File: src/rtl/fetch_pkg.sv
// rtl/fetch_pkg.sv - shared types and constants for the instruction fetch stage
package fetch_pkg;
  typedef enum logic [1:0] {
    IDLE,
    RUN,
    HOLD
  } fetch_state_t;

  localparam int unsigned PC_INCR          = 4;
  localparam int unsigned RESET_PC_DEFAULT = 0;
endpackage

File: src/rtl/fetch_controller.sv
// rtl/fetch_controller.sv - PC sequencing and IF/ID register with stall and redirect
module fetch_controller
  import fetch_pkg::*;
#(
  parameter int          WIDTH        = 32,
  parameter int          ADDRESS_SIZE = 10,
  parameter int unsigned RESET_PC     = RESET_PC_DEFAULT
) (
  input  logic                    clk,
  input  logic                    rst_n,
  input  logic                    stall_i,
  input  logic                    redirect_i,
  input  logic [ADDRESS_SIZE+1:0] redirect_pc_i,
  output logic [ADDRESS_SIZE-1:0] imem_addr,
  output logic                    imem_read_en,
  input  logic [WIDTH-1:0]        imem_instruction,
  output logic                    if_valid,
  output logic [ADDRESS_SIZE+1:0] if_pc,
  output logic [WIDTH-1:0]        if_instr,
  output logic [31:0]             fetch_count
);

  localparam int PC_W = ADDRESS_SIZE + 2;
  localparam logic [PC_W-1:0] RESET_PC_W     = PC_W'(RESET_PC);
  localparam logic [PC_W-1:0] RESET_PC_ALIGN = {RESET_PC_W[PC_W-1:2], 2'b00};

  fetch_state_t    state, state_next;
  logic [PC_W-1:0] pc;
  logic            unused_redirect_low;

  // Byte-offset bits of the target are dropped; only the word address matters.
  assign unused_redirect_low = ^redirect_pc_i[1:0];
  assign imem_addr           = pc[PC_W-1:2];

  always_ff @(posedge clk or negedge rst_n) begin
    if (!rst_n) state <= IDLE;
    else        state <= state_next;
  end

  always_comb begin
    state_next   = state;
    imem_read_en = 1'b0;
    unique case (state)
      IDLE: state_next = RUN;
      RUN: begin
        imem_read_en = !stall_i && !redirect_i;
        if (stall_i && !redirect_i) state_next = HOLD;
      end
      HOLD: begin
        if (!stall_i || redirect_i) state_next = RUN;
      end
      default: state_next = IDLE;
    endcase
  end

  // Redirect beats stall, stall beats sequential fetch; any non-fetch cycle that is not a stall inserts a bubble.
  always_ff @(posedge clk or negedge rst_n) begin
    if (!rst_n) begin
      pc          <= RESET_PC_ALIGN;
      if_valid    <= 1'b0;
      if_pc       <= '0;
      if_instr    <= '0;
      fetch_count <= '0;
    end else if (redirect_i) begin
      pc       <= {redirect_pc_i[PC_W-1:2], 2'b00};
      if_valid <= 1'b0;
    end else if (!stall_i) begin
      if (imem_read_en) begin
        pc          <= pc + PC_W'(PC_INCR);
        if_valid    <= 1'b1;
        if_pc       <= pc;
        if_instr    <= imem_instruction;
        fetch_count <= fetch_count + 32'd1;
      end else begin
        if_valid <= 1'b0;
      end
    end
  end

endmodule

File: config.mk
export PLATFORM = sky130hd
export DESIGN_NAME = fetch_controller
export DESIGN_NICKNAME = d
export VERILOG_FILES = /design/src/rtl/fetch_pkg.sv /design/src/rtl/fetch_controller.sv
export SDC_FILE = /design/constraint.sdc
export NUM_CORES = 1
export LEC_CHECK = 0
export ABC_AREA = 1
export CAP_MARGIN = 40
export CORE_MARGIN = 5
export CORE_UTILIZATION = 47
export CTS_BUF_LIST = sky130_fd_sc_hd__clkbuf_8 sky130_fd_sc_hd__clkbuf_16
export CTS_CLUSTER_DIAMETER = 60
export DETAILED_ROUTE_END_ITERATION = 8
export GPL_TIMING_DRIVEN = 0
export PLACE_DENSITY = 0.88
export SLEW_MARGIN = 20
export SYNTH_ARGS = -nofsm -noshare
export SYNTH_HDL_FRONTEND = slang
export SYNTH_SLANG_ARGS = --single-unit
File: constraint.sdc
create_clock -name clk -period 1.9 [get_ports clk]
set_input_delay 0.38 -clock clk [delete_from_list [all_inputs] [get_ports clk]]
set_output_delay 0.38 -clock clk [all_outputs]
set_load 0.02 [all_outputs]
Word level (Yosys, flattened, before mapping):

Index checks and enable logic that the tools add are counted.

* flip-flop bits (word level): 91
* output and inout port bits: 88
* input port bits: 48

* add/sub/neg operators: 2
* multiplexer cells: 10
* bitwise gates (word level): 2
* eq/ne operators: 5
* reduce and logical (&&, ||, !) cells: 10

Operator list (count)
* $mux W12: 3
* $add A32 B1 Y32 const B: 1
* $add A12 B3 Y12 const B: 1
* $pmux W2 S3: 1
* $mux W1: 4
* $mux W2: 2
* $ne A2 B2 Y1 const B: 2
* $reduce_and A2 Y1: 2
* $reduce_and A3 Y1: 1
* $eq A2 B1 Y1 const B: 1
* $eq A2 B2 Y1 const B: 1
* $logic_and A1 B1 Y1: 2
* $logic_not A1 Y1: 2
* $logic_not A2 Y1: 1
* $ne A2 B1 Y1 const B: 1
* $not A1 Y1: 2
* $reduce_bool A2 Y1: 1
* $logic_or A1 B1 Y1: 1

Longest topological paths before layout:

* word-level depth: 6
* gate-level depth with buffers: 10

Worst setup path after synthesis:

No wires, ideal clock.

* kind: register to register
* from: register fetch_count[1]
* to: register fetch_count[20]
* path slack: 0.396 ns
* setup time: 0.118 ns
* arrival: 1.386 ns
* cell stages (with the launch flop): 11
* path through: dfrtp_1 -> ha_1 -> inv_1 -> nor2_1 -> nand2_2 -> nor2_4 -> nand2_4 -> nor2_8 -> nand2_2 -> nand2_1 -> nand2_1

* longest elaborated chain between the ends: 1

RTL lines
* start: declaration: RTL line fetch_controller.sv:20 `output logic [31:0] fetch_count`
* start signal: assignment: RTL line fetch_controller.sv:73 `fetch_count <= fetch_count + 32'd1;`
* $add A32 B1 Y32: RTL line fetch_controller.sv:73

No other way between the ends.
A chain may end at the register's enable or synchronous reset.

Final worst setup path:

* from: register pc[5]
* to: output imem_addr[3]

RTL lines
* start: declaration: RTL line fetch_controller.sv:28 `logic [PC_W-1:0] pc;`
* start signal: assignment: RTL line fetch_controller.sv:65 `pc <= {redirect_pc_i[PC_W-1:2], 2'b00};`
* start signal: assignment: RTL line fetch_controller.sv:69 `pc <= pc + PC_W'(PC_INCR);`
* end: declaration: RTL line fetch_controller.sv:14 `output logic [ADDRESS_SIZE-1:0] imem_addr,`

No word-level cell between the ends.

==> metrics.csv <==
stage,metric,value,unit
finish,ratio of cells with drive above 1 in the final layout,9.74,%
pwr,pwr dens,871,nW/µm²
pwr,maximum VDD drop,0.000592,V
die,initial core utilization,47.5,%
pwr,switch share,35.0,%
timing,worst slew margin relative to its limit,60.5,%
status,outcome,completed,
global_route,vias in the first global route,4157,
drt,DR iter-0 viols,199,
clock_tree,Num CTS Buffers,9,
global_route,total global routing overflow,0,
die,Die ar.,11200,µm²
synth,synth unique cells,31,
pwr,Clk pwr share,21.3,%
flow_run,Max Cap Viol,0,
pwr,Gate power share,32.7,%
placed_design,GPL Wtd Cong,0.896,
global_route,GR Layer Usage met1,25.4,%
pwr,Int Pwr,0.00339,W
synth,Syn Area/Cell,8.02,µm²
die,I/O pin count,136,
synth,YS warnings,0,
clock_tree,clk buf depth,2,
finish,FILL cells,732,
synth,"FF+latch count, synth",87,
finish,"most common cell after layout, fill and taps aside",nand2_1,
critical_path,CP startpoint kind,flop,
drt,Residual DRC,0,
global_route,GR Layer Usage met3,6.01,%
drt,via-per-instance ratio,5.08,
drt,drt pass-1 iters,6,
critical_path,CP Max Fanout,7,
placed_design,pre-CTS setup slack,-0.826,ns
critical_path,Crit path required time,1.52,ns
hold_path,Hold/Removal Path Class,input port to async pin,
finish,most frequent cells in the layout,"nand2_1, clkdlybuf4s50_1, dfrtp_1",
die,core area,9110,µm²
critical_path,crit path cell chain,clkdlybuf4s50_1,
timing,final period utilization,98.1,%
critical_path,crit end category,output port,
clock_tree,H-Tree Depth,3,
timing,Final Setup Violations,0,
pwr,Psw,0.00183,W
drt,WL/cell,14.9,µm
synth,Cells after Synth,540,
timing,Least-Margin Pin Slew,0.592,ns
clock_tree,clk_lat worst skew,0.36,ns
synth,Mapped Area,4330,µm²
global_route,antenna violations before repair,0,
finish,Nets,735,
critical_path,WP buf/inv,1,
timing,Final min period,1.86,ns
finish,area grow syn2layout,38.5,%
die,Vert. Die Dim,106,µm
clock_tree,clk slew on worst S/H paths,0.09,ns
timing,clk_skew,0.00588,ns
timing,final worst slack,0.0362,ns
clock_tree,CTS root buf,clkbuf_8,
critical_path,CP Class,flop to output port,
pwr,sequential share of power,46.0,%
placed_design,PortBufs,131,
critical_path,cell family with most CP delay,buffers and inverters,
timing,unrepaired setup endpoints after global routing,false,
critical_path,Crit-path slowest cell,clkdlybuf4s50_1,
timing,"Hold Vio Cnt, Final",0,
placed_design,DP HPWL,9120,µm
global_route,GRT met2 Usage,37.2,%
global_route,gr usage total,21.5,%
timing,FMAX,537,MHz
pwr,overall power,0.00522,W
critical_path,WP data arrival,1.48,ns
drt,vias post-DR,4055,
critical_path,Worst path max stage delay,0.65,ns
die,Die X,106,µm
drt,remaining antenna violation count after routing,0,
drt,Routed WL,11900,µm
global_route,global-route wire length before repair,19500,µm
global_route,gr busiest metal,met2,
global_route,largest net degree at the start of global routing,46,
synth,part of the Yosys area used for sequential elements,50.3,%
clock_tree,CTS tree,yes,
pwr,Leakage,2.87,nW
die,Core Rows,35,
finish,ant diodes,0,
clock_tree,clock sinks,87,
timing,max-slew violations,0,
[area by class of cell]
class	instances	area, µm²	area share, %
clock buffers	9	124	2.07
multi-input cells	397	1910	31.9
clock inverters	5	28.8	0.480
repair buffers	134	1360	22.7
well taps	111	139	2.32
plain buffers	15	101	1.69
inverters	41	154	2.57
flip-flops and latches	87	2180	36.3
[worst paths after layout]
kind	from	to	slack, ns	cells past startpoint
hold / removal	rst_n	fetch_count[6]	0.008	1
setup / recovery	pc[5]	imem_addr[3]	0.04	1
hold reg to reg	if_instr[9]	if_instr[9]	0.49	2
min in group clk	stall_i	if_valid	0.47	5
setup reg to reg	state[1]	fetch_count[21]	0.34	9
max in group asynchronous	rst_n	if_instr[17]	1.27	2
[layer usage]
layer / routed length [µm] / share of wire [%]
met1: 4700 / 40
met2: 6030 / 51
met3: 861 / 7.3
met4: 287 / 2.4
met5: 0 / 0
[synth_stat cells (all sizes together)]
master / count / area share, %
o221ai: 1 / 0.20
nand4: 9 / 1.3
o21ai: 13 / 1.5
ha: 2 / 0.58
nand3: 19 / 2.3
dfrtp: 87 / 50
nand2: 242 / 22
buf: 14 / 2.1
clkbuf: 2 / 0.17
nand3b: 8 / 1.4
inv: 41 / 3.6
xnor2: 8 / 1.6
nor2: 65 / 8.3
a31oi: 1 / 0.14
xor2: 11 / 2.4
a21oi: 3 / 0.35
nor3: 8 / 1.2
o211ai: 5 / 0.87
conb: 1 / 0.087
[cell families (layout without fill, tap and decap cells)]
| family | after synthesis | count (layout) | synth area share (%) |
|---|---|---|---|
| xor+xnor | 19 | 19 | 4.02 |
| simple gates | 351 | 351 | 36.2 |
| buf+inv | 57 | 204 | 5.78 |
| compound gates | 23 | 23 | 3.06 |
| flops | 87 | 87 | 50.3 |
| other cells | 1 | 2 | 0.0866 |
| fa+ha+maj | 2 | 2 | 0.578 |
[per-stage QoR]
step,setup TNS [ns],cell area (µm²),cells,util [%],hold WS [ns]
2_1_floorplan,0,4330,541,-,0.0844
3_3_place_gp,-229.10,5780,783,63.5,0.461
3_5_place_dp,-2.27,5810,784,63.8,0.415
4_1_cts,0,5980,799,65.7,0.0317
5_1_grt,0,6000,799,65.8,0.0487
6_report,0,6000,799,65.8,0.00816
[sequential cells by signal (all words and copies together), names as in the netlist]
name         count
fetch_count     32
if_instr        32
if_pc           10
if_valid         1
pc              10
state            2
[power by group through the flow]
stage	sequential (W)	clock (W)	combinational, W
finish	0.00240	0.00111	0.00171
global route	0.00244	0.00119	0.00185
CTS	0.00240	0.00112	0.00174
detailed placement	0.00243	0	0.00172
global placement	0.00241	0	0.00167
floorplan	0.00276	0	0.000454
[repair_timing]
action | CTS | global route
pin swaps | 2 | 0
hold buffers | 0 | 0
resized for setup | 9 | 5
endpoints found under the setup margin | 1 | 4
setup buffers | 2 | 0
Power figures use the tool's default switching activity.
